==> config.mk <==
export PLATFORM = sky130hd
export DESIGN_NAME = write_combine_buffer
export DESIGN_NICKNAME = d
export VERILOG_FILES = /design/src/rtl/lc3b_types.sv /design/src/rtl/write_combine_buffer_word_inserter.sv /design/src/rtl/write_combine_buffer.sv
export SDC_FILE = /design/constraint.sdc
export NUM_CORES = 1
export LEC_CHECK = 0
export CAP_MARGIN = 10
export CORE_MARGIN = 4
export CORE_UTILIZATION = 43
export CTS_BUF_LIST = sky130_fd_sc_hd__clkbuf_4 sky130_fd_sc_hd__clkbuf_8 sky130_fd_sc_hd__clkbuf_16
export CTS_CLUSTER_SIZE = 8
export DETAILED_ROUTE_END_ITERATION = 12
export PLACE_DENSITY_LB_ADDON = 0.05
export SLEW_MARGIN = 30
export SYNTH_ARGS = -nofsm -noshare
export SYNTH_HDL_FRONTEND = slang
export SYNTH_SLANG_ARGS = --single-unit
export TNS_END_PERCENT = 30
==> constraint.sdc <==
create_clock -name clk -period 5.25 [get_ports clk]
set_input_delay 1.05 -clock clk [delete_from_list [all_inputs] [get_ports clk]]
set_output_delay 1.05 -clock clk [all_outputs]
set_load 0.01 [all_outputs]
==> src/rtl/lc3b_types.sv <==
// -----------------------------------------------------------------------------
// lc3b_types
//   Shared LC-3b datapath types. Holds the base word type and the types used by
//   the write-combining buffer: 128-bit line, 8-bit word-valid mask, 12-bit
//   line tag, 3-bit word selector and the buffer state enum.
//   wcb_onehot() turns a word selector into its single-bit mask.
// -----------------------------------------------------------------------------
package lc3b_types;

    typedef logic [15:0]  lc3b_word;
    typedef logic [127:0] lc3b_line;
    typedef logic [7:0]   lc3b_wmask;
    typedef logic [11:0]  lc3b_line_tag;
    typedef logic [2:0]   lc3b_word_sel;

    typedef enum logic [1:0] {
        EMPTY   = 2'd0,
        COLLECT = 2'd1,
        DRAIN   = 2'd2
    } wcb_state_t;

    localparam int LC3B_WORDS_PER_LINE = 8;

    function automatic lc3b_wmask wcb_onehot(input lc3b_word_sel sel);
        return lc3b_wmask'(8'h01 << sel);
    endfunction

endpackage

==> src/rtl/write_combine_buffer_word_inserter.sv <==
// -----------------------------------------------------------------------------
// word_inserter
//   Replaces one 16-bit word of a 128-bit line, leaving the other seven words
//   untouched. Purely combinational.
//   Ports:
//     sel      in   3    word index within the line (word i = bits [16i+15:16i])
//     data     in   128  original line
//     new_word in   16   word to insert
//     out      out  128  line with word 'sel' replaced by new_word
// -----------------------------------------------------------------------------
module word_inserter
    import lc3b_types::*;
(
    input  lc3b_word_sel sel,
    input  lc3b_line     data,
    input  lc3b_word     new_word,
    output lc3b_line     out
);

    always_comb begin
        out = data;
        out[{sel, 4'b0000} +: 16] = new_word;
    end

endmodule

==> src/rtl/write_combine_buffer.sv <==
// -----------------------------------------------------------------------------
// write_combine_buffer
//   Single-line write-combining buffer between the CPU data port and the
//   memory/cache write port. 16-bit stores to the same 128-bit line are merged
//   into a line register with a per-word valid mask. The line is written out as
//   one masked 128-bit write when a store to another line arrives, the line
//   fills, the buffer sits idle for TIMEOUT cycles, a load needs the line, or a
//   flush is requested.
//
//   Optional build macro:
//     WCB_READ_FORWARD_EN  loads that hit a valid buffered word are answered
//                          from the buffer (cpu_rhit/cpu_rdata) without a
//                          drain. Undefined: cpu_rhit/cpu_rdata stay 0 and any
//                          load to the buffered line stalls and forces a drain.
//
//   Parameter:
//     TIMEOUT      idle COLLECT cycles before an automatic drain (>= 2)
//
//   Ports:
//     clk          in   1    clock, rising edge
//     reset        in   1    asynchronous, active-high
//     cpu_write    in   1    store request, held until cpu_resp
//     cpu_address  in   16   byte address; tag = [15:4], word = [3:1]
//     cpu_wdata    in   16   store data
//     cpu_resp     out  1    one-cycle store acknowledge
//     cpu_read     in   1    load probe (address on cpu_address)
//     cpu_rhit     out  1    load answered from the buffer
//     cpu_rdata    out  16   forwarded word
//     cpu_rstall   out  1    load must wait while the buffer drains
//     flush        in   1    drain request, held until flush_done
//     flush_done   out  1    one-cycle flush acknowledge
//     mem_write    out  1    line write request
//     mem_address  out  16   {tag, 4'b0}
//     mem_wdata    out  128  merged line
//     mem_wmask    out  8    word-valid mask, bit i = word i
//     mem_resp     in   1    memory write complete
// -----------------------------------------------------------------------------
module write_combine_buffer
    import lc3b_types::*;
#(
    parameter int TIMEOUT = 32
)
(
    input  logic          clk,
    input  logic          reset,
    input  logic          cpu_write,
    input  logic [15:0]   cpu_address,
    input  logic [15:0]   cpu_wdata,
    output logic          cpu_resp,
    input  logic          cpu_read,
    output logic          cpu_rhit,
    output logic [15:0]   cpu_rdata,
    output logic          cpu_rstall,
    input  logic          flush,
    output logic          flush_done,
    output logic          mem_write,
    output logic [15:0]   mem_address,
    output logic [127:0]  mem_wdata,
    output logic [7:0]    mem_wmask,
    input  logic          mem_resp
);

    localparam int               CNT_W   = (TIMEOUT > 1) ? $clog2(TIMEOUT) : 1;
    localparam logic [CNT_W-1:0] CNT_MAX = CNT_W'(TIMEOUT - 1);

    wcb_state_t       state_q, state_d;
    lc3b_line_tag     tag_q, tag_d;
    lc3b_wmask        mask_q, mask_d;
    lc3b_line         line_q, line_d;
    logic [CNT_W-1:0] cnt_q, cnt_d;
    logic             resp_q, resp_d;
    logic             flush_lat_q, flush_lat_d;
    logic             flush_done_q, flush_done_d;

    lc3b_line_tag     req_tag;
    lc3b_word_sel     req_sel;
    logic             tag_hit;
    logic             fwd_hit;
    logic             store_req;
    logic             accept;
    logic             conflict;
    logic             flush_req;
    logic             timeout_hit;
    lc3b_line         merged_line;
    lc3b_wmask        merged_mask;

    assign req_tag = cpu_address[15:4];
    assign req_sel = cpu_address[3:1];

    // A buffered line exists only outside EMPTY; the tag register is stale there.
    assign tag_hit = (state_q != EMPTY) && (req_tag == tag_q);

`ifdef WCB_READ_FORWARD_EN
    assign fwd_hit   = tag_hit && mask_q[req_sel];
    assign cpu_rhit  = cpu_read && fwd_hit;
    assign cpu_rdata = cpu_rhit ? line_q[{req_sel, 4'b0000} +: 16] : 16'h0000;
`else
    assign fwd_hit   = 1'b0;
    assign cpu_rhit  = 1'b0;
    assign cpu_rdata = 16'h0000;
`endif

    assign cpu_rstall = cpu_read && tag_hit && !fwd_hit;

    // The store is still held high during its resp cycle; ignore it there so
    // it is neither merged twice nor mistaken for a conflicting store.
    assign store_req = cpu_write && !resp_q;
    assign accept    = store_req &&
                       ((state_q == EMPTY) ||
                        ((state_q == COLLECT) && (req_tag == tag_q)));
    assign conflict  = store_req && (state_q == COLLECT) && (req_tag != tag_q);

    // flush stays high through its acknowledge cycle and while the drain it
    // caused is in flight; only a fresh request is acted upon.
    assign flush_req = flush && !flush_done_q && !flush_lat_q;

    // A store in the expiry cycle wins: it clears the counter instead.
    assign timeout_hit = (cnt_q == CNT_MAX) && !accept;

    word_inserter u_word_inserter (
        .sel      (req_sel),
        .data     (line_q),
        .new_word (cpu_wdata),
        .out      (merged_line)
    );

    // The first store of a line starts a fresh mask.
    assign merged_mask = ((state_q == EMPTY) ? 8'h00 : mask_q) | wcb_onehot(req_sel);

    always_comb begin
        state_d      = state_q;
        tag_d        = tag_q;
        mask_d       = mask_q;
        line_d       = line_q;
        cnt_d        = cnt_q;
        resp_d       = accept;
        flush_lat_d  = flush_lat_q;
        flush_done_d = 1'b0;

        if (accept) begin
            line_d = merged_line;
            mask_d = merged_mask;
            cnt_d  = '0;
        end

        unique case (state_q)
            EMPTY: begin
                cnt_d = '0;
                if (accept) begin
                    tag_d = req_tag;
                    // Store merges first; a simultaneous flush then drains it.
                    if (flush_req) begin
                        flush_lat_d = 1'b1;
                        state_d     = DRAIN;
                    end else begin
                        state_d = COLLECT;
                    end
                end else if (flush_req) begin
                    flush_done_d = 1'b1;
                end
            end

            COLLECT: begin
                if (!accept && (cnt_q != CNT_MAX)) begin
                    cnt_d = cnt_q + 1'b1;
                end
                if (flush_req) begin
                    flush_lat_d = 1'b1;
                end
                if (flush_req || conflict || timeout_hit || cpu_rstall ||
                    (mask_d == 8'hFF)) begin
                    state_d = DRAIN;
                end
            end

            DRAIN: begin
                cnt_d = '0;
                if (flush_req) begin
                    flush_lat_d = 1'b1;
                end
                if (mem_resp) begin
                    state_d      = EMPTY;
                    mask_d       = 8'h00;
                    flush_done_d = flush_lat_q || flush_req;
                    flush_lat_d  = 1'b0;
                end
            end

            default: begin
                state_d = EMPTY;
                mask_d  = 8'h00;
            end
        endcase
    end

    always_ff @(posedge clk or posedge reset) begin
        if (reset) begin
            state_q      <= EMPTY;
            tag_q        <= '0;
            mask_q       <= '0;
            line_q       <= '0;
            cnt_q        <= '0;
            resp_q       <= 1'b0;
            flush_lat_q  <= 1'b0;
            flush_done_q <= 1'b0;
        end else begin
            state_q      <= state_d;
            tag_q        <= tag_d;
            mask_q       <= mask_d;
            line_q       <= line_d;
            cnt_q        <= cnt_d;
            resp_q       <= resp_d;
            flush_lat_q  <= flush_lat_d;
            flush_done_q <= flush_done_d;
        end
    end

    assign cpu_resp    = resp_q;
    assign flush_done  = flush_done_q;
    assign mem_write   = (state_q == DRAIN);
    assign mem_address = {tag_q, 4'b0000};
    assign mem_wdata   = line_q;
    assign mem_wmask   = mask_q;

endmodule

### After elaboration in Yosys (flattened, before gate mapping)

Index checks and enable logic that the tools add are counted.

| cells by class | value |
|---|---|
| $add $sub $neg | 2 |
| equal/unequal tests | 10 |
| shift operators | 3 |
| mux-type cells | 21 |
| bitwise gates (word level) | 1 |
| reduce and logical (&&, ||, !) cells | 29 |

Operators by type and width:

| operator | number |
|---|---|
| 128-bit bitwise mux | 1 |
| 16-bit by 9-bit variable shift with 128-bit output (first input constant) | 1 |
| 16-bit by 9-bit variable part select with 128-bit output | 1 |
| 8-bit 2-to-1 mux | 3 |
| 8-bit one-hot mux with 2 select lines | 1 |
| 12-bit == test | 1 |
| 12-bit inequality test | 1 |
| 1-bit logical AND | 11 |
| 5-bit 2-to-1 mux | 2 |
| 5-bit one-hot mux with 2 select lines | 1 |
| 7-bit negator with 9-bit output | 1 |
| 8-bit == test (second input constant) | 1 |
| 2-bit 2-to-1 mux | 4 |
| 8-bit bitwise OR | 1 |
| 1-bit by 3-bit left shift with 8-bit output (first input constant) | 1 |
| 1-bit logical OR | 6 |
| 1-bit 2-to-1 mux | 6 |
| 2-bit one-hot mux with 3 select lines | 1 |
| 5-bit by 1-bit adder with 5-bit output (second input constant) | 1 |
| 5-bit == test (second input constant) | 1 |
| 5-bit inequality test (second input constant) | 1 |
| 1-bit logical NOT | 4 |
| 2-bit by 1-bit inequality test with 1-bit output (second input constant) | 2 |
| 2-bit AND reduction | 2 |
| other kinds (10) | 11 |

| word-level totals | value |
|---|---|
| register bits after elaboration | 158 |
| input port bits | 38 |
| output and inout port bits | 173 |
| logic and storage cells | 74 |

### Logic depth before layout (Yosys ltp)

Gate-level depths: netlist of the first run.

| depth | value |
|---|---|
| word-level depth | 11 |
| depth in mapped cells | 9 |
| gate-level depth less buffers | 8 |

### By module

Synthesis of the first run repeated with hierarchy kept, for this count alone.

| unflattened totals | value |
|---|---|
| cell total of the unflattened synthesis | 616 |
| area total of the unflattened synthesis | 8,613.3 sq um |

Modules (own cells, without submodules):

| module | instances | cells an instance | area an instance (sq um) | seq. area each (sq um) |
|---|---|---|---|---|
| write_combine_buffer | 1 | 454 | 6,616.3 | 3,953.8 |
| word_inserter | 1 | 162 | 1,996.9 | 0.0 |

### Worst setup path before layout of the first run

Ideal clock, no wire load.

| path | value |
|---|---|
| path type | input to register |
| from | input cpu_address[3] |
| to | register line_q[64] (netlist: mem_wdata[64]) |
| setup time | 0.125 ns |
| arrival | 3.159 ns |
| data required time | 5.125 ns |
| path slack | 1.966 ns |
| stages on the path | 8 |
| path buffers | 2 |
| cells stage by stage | clkbuf_1 > inv_1 > ha_1 > inv_1 > or3_1 > a211oi_4 > buf_6 > mux2_2 |

| on the way | value |
|---|---|
| cells in the longest elaborated chain, start to end | 3 |
| elaborated cells between the ends (all ways) | 4 |
| classes of those cells | add/sub (1); shift (2); mux (1) |

Ends and longest elaborated chain:

| what | line | source |
|---|---|---|
| from (decl) | write_combine_buffer.sv:47 | `input logic [15:0] cpu_address,` |
| 7-bit negator with 9-bit output * | write_combine_buffer_word_inserter.sv:22 | `out[{sel, 4'b0000} +: 16] = new_word;` |
| 16-bit by 9-bit variable part select with 128-bit output / 16-bit by 9-bit variable shift with 128-bit output (equally long branches) | write_combine_buffer_word_inserter.sv:22 |  |
| 128-bit bitwise mux * | write_combine_buffer_word_inserter.sv:22 |  |
| to (signal assigned) | write_combine_buffer.sv:210 | `line_q <= line_d;` |
| to (decl) | write_combine_buffer.sv:69 | `lc3b_line line_q, line_d;` |

Every way passes the cells marked *; elsewhere a longest branch is shown, timed or not.
A chain may end at the register's enable or synchronous reset.

### Worst setup path after layout of the first run

| path | value |
|---|---|
| from | input cpu_address[10] |
| to | output cpu_rstall |

| on the way | value |
|---|---|
| cells in the longest elaborated chain, start to end | 3 |

Ends and longest elaborated chain:

| what | line | source |
|---|---|---|
| 12-bit == test | write_combine_buffer.sv:91 | `assign tag_hit = (state_q != EMPTY) && (req_tag == tag_q);` |
| 1-bit logical AND | write_combine_buffer.sv:91 |  |
| 1-bit logical AND | write_combine_buffer.sv:103 | `assign cpu_rstall = cpu_read && tag_hit && !fwd_hit;` |
| to (decl) | write_combine_buffer.sv:53 | `output logic cpu_rstall,` |

Every way passes these cells.

==> summary.md, run 1 <==
| Metric | Value |
|---|---|
| Worst Setup End Kind | `output pin` |
| Max-cap violation count | `0` |
| Final period demand of the worst path | `between 4 and 5 ns` |
| CTS Sinks | `roughly 160` |
| Overall routing resource usage | `approximately a fifth` |
| Overflow after GRT | `0` |
| Cell area after technology mapping | `between 6000 and 7000 um2` |
| Number of nets at the end of the flow | `roughly 760` |
| Final total negative setup slack | `0 ns` |
| Number of global-route vias before repair | `4988` |
| # placed instances | `a little over 900` |
| Core Box Area | `around 16000 um2` |
| Clock group share of total power | `24.8%` |
| Peak supply drop | `about 0.25 mV` |
| Buffers added on ports | `around 190` |
| Overall die height | `135 um` |
| Deepest level of the CTS H-tree | `4` |
| Quantity of gates resized following cts | `0` |
| Unrepaired setup endpoints after global routing | `false` |
| Wirelength, routed | `17100 um` |
| Type of the most critical hold path | `reg2reg` |
| Die outline width | `roughly 130 um` |
| Final antenna diode count | `0` |
| Highest-delay cell along the critical path | `sky130_fd_sc_hd__clkdlybuf4s50_1` |
| CTS Buf Count | `17` |
| Required time of the critical path | `approximately 4.2 ns` |
| Count of cell types in the netlist | `42` |
| WL per Instance | `18.2 um` |
| Leakage power figure | `4.32 nW` |
| Status | `finished, final reports clean` |
| Number of buffers added for setup after CTS | `0` |
| Number of DRC markers after the initial detailed-route iteration | `around 170` |
| Post-route design area | `approximately 9600 um2` |
| CTS hold repair buffers | `0` |
| Drt pass-1 iters | `4` |
| Period utilization | `79.0%` |
| DIE AREA | `roughly 18000 um2` |
| Gate count of the mapped netlist | `515` |
| Remaining DRCs | `0` |
| Later-pin clock latency in the skew report | `0.42 ns` |
| Critical path, cell by cell | `clkdlybuf4s50_1 > xor2_1 > nor4_2 > nand3_1 > nor2_1 > clkdlybuf4s50_1` |
| Number of cell rows | `46` |
| Post-synthesis average cell area | `about 13 um2` |
| Worst Path Arrival | `between 3 and 4 ns` |
| Type of the worst setup path | `in2out` |
| Power share of the combinational group | `a little under two fifths` |
| Hold violation count in the final report | `0` |
| Switching power total | `~0.0016 W` |
| Actual transition at the worst max-transition pin | `between 0.9 and 1 ns` |
| Area after DPL | `8900 um2` |
| Final core area utilization | `around 61%` |
| HPWL Detailed | `roughly 12000 um` |
| Worst Setup Start Kind | `input pin` |
| Fin cells | `938` |
| Maximum fanout encountered on the critical timing path | `3` |
| Clock tree skew after final layout | `0.00481 ns` |
| I/O pin total | `211` |
| CTS max path bufs | `2` |
| Master cell of the clock root buffer | `sky130_fd_sc_hd__clkbuf_16` |
| Switching power as a share of total power | `30.0%` |
| Antenna-violating nets left | `0` |
| Max-slew violation total from the final report | `0` |
| Post-synthesis sequential area ratio | `57.4%` |
| Cell type with the highest occurrence count on the critical path | `sky130_fd_sc_hd__clkdlybuf4s50_1` |
| Critical path's largest stage delay | `about 0.54 ns` |
| Final setup vio count | `0` |
| Power density relative to cell area | `572 nW/um2` |
| Share of layout cells above drive strength 1 | `between 20% and 30%` |
| First-pass GRT wire length | `27600 um` |
| Power share of the sequential group | `36.9%` |
| Number of warnings issued by yosys | `0` |
| Worst slew margin relative to its limit | `36.3%` |
| F_max | `roughly 240 MHz` |
| Post-synthesis sequential element count | `approximately 160` |
| Initial core utilization | `between 40 and 50%` |
| CTS tree | `yes` |
| Via-to-Cell Ratio | `4.92` |
| Via count of the routed design | `roughly 4600` |
| Routability-driven placement congestion ratio | `approximately 0.83` |
| Clk slew on worst S/H paths | `about 0.060 ns` |
| Internal cell power | `between 0.003 and 0.004 W` |
| Maximum number of pins on one net before global-route repair | `159` |
| Layout area overhead | `38.7%` |
| Antenna violations before repair | `0` |
## layer usage
layer / global-route usage [%] / vias up / routed length [um]
met5: 0 / - / 0
met4: 6.33 / 0 / 257
met3: 6.67 / 20 / 1280
met2: 32.2 / 133 / 8430
met1: 24.4 / 2345 / 7120
li1: - / 2119 / -
## cell usage in the layout, fill, tap and decap left out, types with 6 or more instances in the layout
| master | instances |
|---|---|
| sky130_fd_sc_hd__dfrtp_1 | 158 |
| sky130_fd_sc_hd__clkdlybuf4s50_1 | 188 |
| sky130_fd_sc_hd__clkbuf_16 | 17 |
| sky130_fd_sc_hd__ha_1 | 8 |
| sky130_fd_sc_hd__buf_4 | 6 |
| sky130_fd_sc_hd__mux2_4 | 12 |
| sky130_fd_sc_hd__o21ai_0 | 10 |
| sky130_fd_sc_hd__nor2_1 | 13 |
| sky130_fd_sc_hd__nor2b_1 | 8 |
| sky130_fd_sc_hd__a21oi_1 | 15 |
| sky130_fd_sc_hd__nand2_1 | 60 |
| sky130_fd_sc_hd__mux2i_1 | 9 |
| sky130_fd_sc_hd__mux2_2 | 106 |
| sky130_fd_sc_hd__conb_1 | 21 |
| sky130_fd_sc_hd__inv_1 | 13 |
| sky130_fd_sc_hd__xor2_1 | 14 |
## power groups by stage
stage	clock network [W]	registers [W]	logic, W
floorplan	0	0.00222	0.000707
global placement	0	0.00202	0.00209
detailed placement	0	0.00204	0.00212
CTS	0.00139	0.00203	0.00213
global route	0.00144	0.00209	0.00225
finish	0.00136	0.00202	0.00209
## logic make-up (layout without fill, tap and decap cells)
group / count (synthesis) / after routing / share of synthesized area, %
flip-flops: 158 / 158 / 57.4
multiplexers: 129 / 129 / 21.6
AND/OR/NAND/NOR: 105 / 105 / 7.37
buffers and inverters: 55 / 242 / 5.48
AO/OA/AOI/OAI: 44 / 44 / 4.81
XOR/XNOR: 15 / 15 / 1.91
adder cells (fa/ha/maj): 8 / 8 / 1.45
other: 1 / 21 / 0.0544
## through the flow
step	power [W]	hold WS, ns	setup WS, ns
floorplan	0.00292	0.497	1.97
global placement	0.00410	0.470	1.04
CTS	0.00554	0.493	1.08
detailed placement	0.00416	0.479	0.997
finish	0.00547	0.486	1.10
global route	0.00578	0.516	0.966
## final timing paths
kind / from / to / slack, ns / cells after the start
max: cpu_address[10] / cpu_rstall / 1.10 / 6
min: mem_wdata[10]$_DFFE_PP0P_ / mem_wdata[10]$_DFFE_PP0P_ / 0.49 / 1
max reg2reg: state_q[1]$_DFFE_PP0P_ / mem_wdata[9]$_DFFE_PP0P_ / 2.16 / 4
min reg2reg: mem_wdata[10]$_DFFE_PP0P_ / mem_wdata[10]$_DFFE_PP0P_ / 0.49 / 1
max in group asynchronous: reset / cpu_resp$_DFF_PP0_ / 3.39 / 3
min in group asynchronous: reset / mem_wdata[110]$_DFFE_PP0P_ / 1.21 / 3
## Yosys cell counts, drive strengths merged
| cell | count | area [um2] |
|---|---|---|
| nor4 | 4 | 43.8 |
| a211oi | 7 | 115 |
| xnor2 | 1 | 8.76 |
| a21oi | 15 | 75.1 |
| or3 | 3 | 18.8 |
| o211ai | 5 | 37.5 |
| dfrtp | 158 | 3950 |
| nor3 | 2 | 10.0 |
| conb | 1 | 3.75 |
| nor2 | 13 | 48.8 |
| nor2b | 8 | 50.1 |
| mux2i | 9 | 90.1 |
| or4b | 1 | 10.0 |
| o22ai | 1 | 6.26 |
| a22oi | 1 | 7.51 |
| ha | 8 | 100 |
| o21ai | 11 | 55.1 |
| a31o | 1 | 8.76 |
| and4 | 1 | 10.0 |
| nand3 | 4 | 20.0 |
| and3 | 1 | 6.26 |
| a311oi | 1 | 8.76 |
| a211o | 2 | 17.5 |
| nand4 | 4 | 40.0 |
| xor2 | 14 | 123 |
| inv | 14 | 52.6 |
| nand2 | 60 | 225 |
| mux2 | 120 | 1400 |
| or2 | 1 | 6.26 |
| buf | 35 | 303 |
| clkbuf | 6 | 22.5 |
| nand2b | 3 | 18.8 |
## final cells by class
cell class	count	area, um2
sequential	158	3950
fill	1282	6210
timing repair buffer	196	1970
multi-input combinational	322	2650
tap	216	270
inverter	14	56.3
clock inverter	13	210
clock buffer	19	447
## registers in the layout, indices dropped and copies added, names as in the netlist
signal / cells
mem_wdata: 128
tag_q: 12
mem_wmask: 8
cnt_q: 5
state_q: 2
cpu_resp: 1
flush_done: 1
flush_lat_q: 1
## worst max-delay path: cells and delay by family
family	cells	cell delay, ns
simple gates	3	0.89
xor+xnor	1	0.16
buf+inv	2	0.98
Power figures use the tool's default switching activity.
==> run 2: changes to the inputs <==
Settings changed: CORE_UTILIZATION 43 to 47.
Clock period 5.25 ns to 4 ns, I/O delays scaled along.
==> summary.md, run 2 (synthesized netlist as in run 1, its figures left out) <==
| Metric | Value |
|---|---|
| Initial core utilization | `around 50%` |
| Number of global-route vias before repair | `approximately 5000` |
| Remaining DRCs | `0` |
| Final total negative setup slack | `0 ns` |
| Buffers added on ports | `between 150 and 200` |
| Post-route total power | `~0.0070 W` |
| Final Worst Setup Slack | `around 0.32 ns` |
| Final setup vio count | `0` |
| Met3 wire length | `between 1500 and 2000 um` |
| Routability-driven placement congestion ratio | `just over 0.8` |
| Master cell of the clock root buffer | `sky130_fd_sc_hd__clkbuf_16` |
| DIE AREA | `between 15000 and 20000 um2` |
| Peak supply drop | `approximately 0.42 mV` |
| Actual transition at the worst max-transition pin | `around 0.8 ns` |
| Clock tree skew after final layout | `slightly below 0.008 ns` |
| Number of DRC markers after the initial detailed-route iteration | `213` |
| Period utilization | `about nine tenths` |
| WL per Instance | `18.6 um` |
| Hold violation count in the final report | `0` |
| Worst hold-check slack | `approximately 0.5 ns` |
| Antenna-violating nets left | `0` |
| Flip-flop count of the largest register, all copies and words added | `128` |
| Number of nets at the end of the flow | `approximately 760` |
| Overflow after GRT | `0` |
| Worst Path Arrival | `~2.9 ns` |
| Type of the most critical hold path | `reg2reg` |
| Later-pin clock latency in the skew report | `between 0.4 and 0.5 ns` |
| Number of cell rows | `43` |
| Core Box Area | `14100 um2` |
| F_max | `272 MHz` |
| Wirelength, routed | `between 15000 and 20000 um` |
| Unrepaired setup endpoints after global routing | `false` |
| HPWL Detailed | `around 12000 um` |
| Overall routing resource usage | `approximately a fifth` |
| First-pass GRT wire length | `27100 um` |
| Max-cap violation count | `0` |
| Status | `finished, final reports clean` |
| Highest-delay cell along the critical path | `sky130_fd_sc_hd__nor4_2` |
| Quantity of gates resized following cts | `0` |
| CTS Sinks | `about 160` |
| Layout filler cell count | `1039` |
| Family of cells with the greatest summed delay on the critical path | `buffers and inverters` |
| CTS Buf Count | `17` |
| Power density relative to cell area | `736 nW/um2` |
| Critical path's largest stage delay | `approximately 0.55 ns` |
| Fin cells | `between 900 and 1000` |
| Via count of the routed design | `between 4000 and 5000` |
| CTS tree | `yes` |
| Placement Setup Slack | `roughly 0.35 ns` |
| # placed instances | `877` |
| Worst Setup End Kind | `output pin` |
| Worst Setup Start Kind | `input pin` |
| Critical path, cell by cell | `clkdlybuf4s50_1 > xor2_1 > nor4_2 > nand3_1 > nor2_1 > clkdlybuf4s50_1` |
| Top metal layer carrying routed signals | `met4` |
| Final period demand of the worst path | `~3.7 ns` |
| Via-to-Cell Ratio | `5.11` |
| Worst slew margin relative to its limit | `roughly 47%` |
| Cell type with the highest occurrence count on the critical path | `sky130_fd_sc_hd__clkdlybuf4s50_1` |
| M1 WL | `between 6000 and 7000 um` |
| Max-slew violation total from the final report | `0` |
| CTS hold repair buffers | `0` |
| Leakage power figure | `between 4 and 5 nW` |
| Share of layout cells above drive strength 1 | `24.8%` |
| Most common library cell in the layout ignoring fill and taps | `sky130_fd_sc_hd__clkdlybuf4s50_1` |
| Total buffers and inverters traversed by the critical path | `2` |
| Required time of the critical path | `around 3.2 ns` |
| DR WL met2 | `8190 um` |
| Commonest non-fill, non-tap cells in the layout | `188 x sky130_fd_sc_hd__clkdlybuf4s50_1, 158 x sky130_fd_sc_hd__dfrtp_1, 106 x sky130_fd_sc_hd__mux2_2` |
| Antenna violations before repair | `0` |
| I/O pin total | `around 210` |
| Deepest level of the CTS H-tree | `4` |
| Layout area overhead | `38.1%` |
| Final antenna diode count | `0` |
| Maximum number of pins on one net before global-route repair | `80` |
| Drt pass-1 iters | `4` |
| CTS max path bufs | `2` |
| Number of buffers added for setup after CTS | `0` |
| Type of the worst setup path | `in2out` |
| Clk slew on worst S/H paths | `0.06 ns` |
| Overall die height | `~130 um` |
| Die outline width | `129 um` |
| Maximum fanout encountered on the critical timing path | `3` |
-- run 2: changes by cell type in the layout (fill, tap and decap cells not counted), moves of 2 or more --
cell	previous run	this run
sky130_fd_sc_hd__clkbuf_4	1	3
sky130_fd_sc_hd__buf_12	2	4
sky130_fd_sc_hd__buf_4	6	11
sky130_fd_sc_hd__clkinv_2	2	4
sky130_fd_sc_hd__clkinv_4	2	0
sky130_fd_sc_hd__bufinv_16	5	2
-- run 2: final cells by class --
class / count / area (um2) / area share (%)
Inverter: 14 / 56.3 / 0.591
Sequential cell: 158 / 3950 / 41.5
Tap cell: 180 / 225 / 2.37
Clock buffer: 22 / 475 / 4.99
Clock inverter: 10 / 111 / 1.17
Timing Repair Buffer: 203 / 2040 / 21.5
Multi-Input combinational cell: 322 / 2650 / 27.9
-- run 2: final timing paths --
| kind | start | to | slack [ns] | cells past startpoint |
|---|---|---|---|---|
| max in group asynchronous | reset | mem_wdata[79]$_DFFE_PP0P_ | 2.29 | 3 |
| min in group asynchronous | reset | tag_q[11]$_DFFE_PP0P_ | 0.84 | 2 |
| hold reg to reg | mem_wdata[12]$_DFFE_PP0P_ | mem_wdata[12]$_DFFE_PP0P_ | 0.50 | 1 |
| hold / removal | mem_wdata[12]$_DFFE_PP0P_ | mem_wdata[12]$_DFFE_PP0P_ | 0.50 | 1 |
| setup reg to reg | state_q[1]$_DFFE_PP0P_ | mem_wdata[14]$_DFFE_PP0P_ | 1.27 | 4 |
| setup / recovery | cpu_address[4] | cpu_rstall | 0.32 | 6 |
-- run 2: per-stage QoR --
stage,utilization [%],instance area (um2)
finish,67.5,9520
detailed placement,63.4,8930
global route,67.5,9520
floorplan,-,6970
global placement,63.3,8920
CTS,67.5,9520
-- run 2: power breakdown --
group / leakage [nW] / total (W) / internal, W / switching, W
sequential: 2.02 / 0.00266 / 0.00225 / 0.000414
combinational: 2.02 / 0.00276 / 0.00165 / 0.00111
clock: 0.287 / 0.00159 / 0.000969 / 0.000616
-- run 2: metal layers --
| metal | up-vias | global-route usage (%) |
|---|---|---|
| li1 | 2135 | - |
| met1 | 2332 | 26.2 |
| met2 | 158 | 34.4 |
| met3 | 18 | 8.90 |
| met4 | 0 | 6.05 |
| met5 | - | 0 |
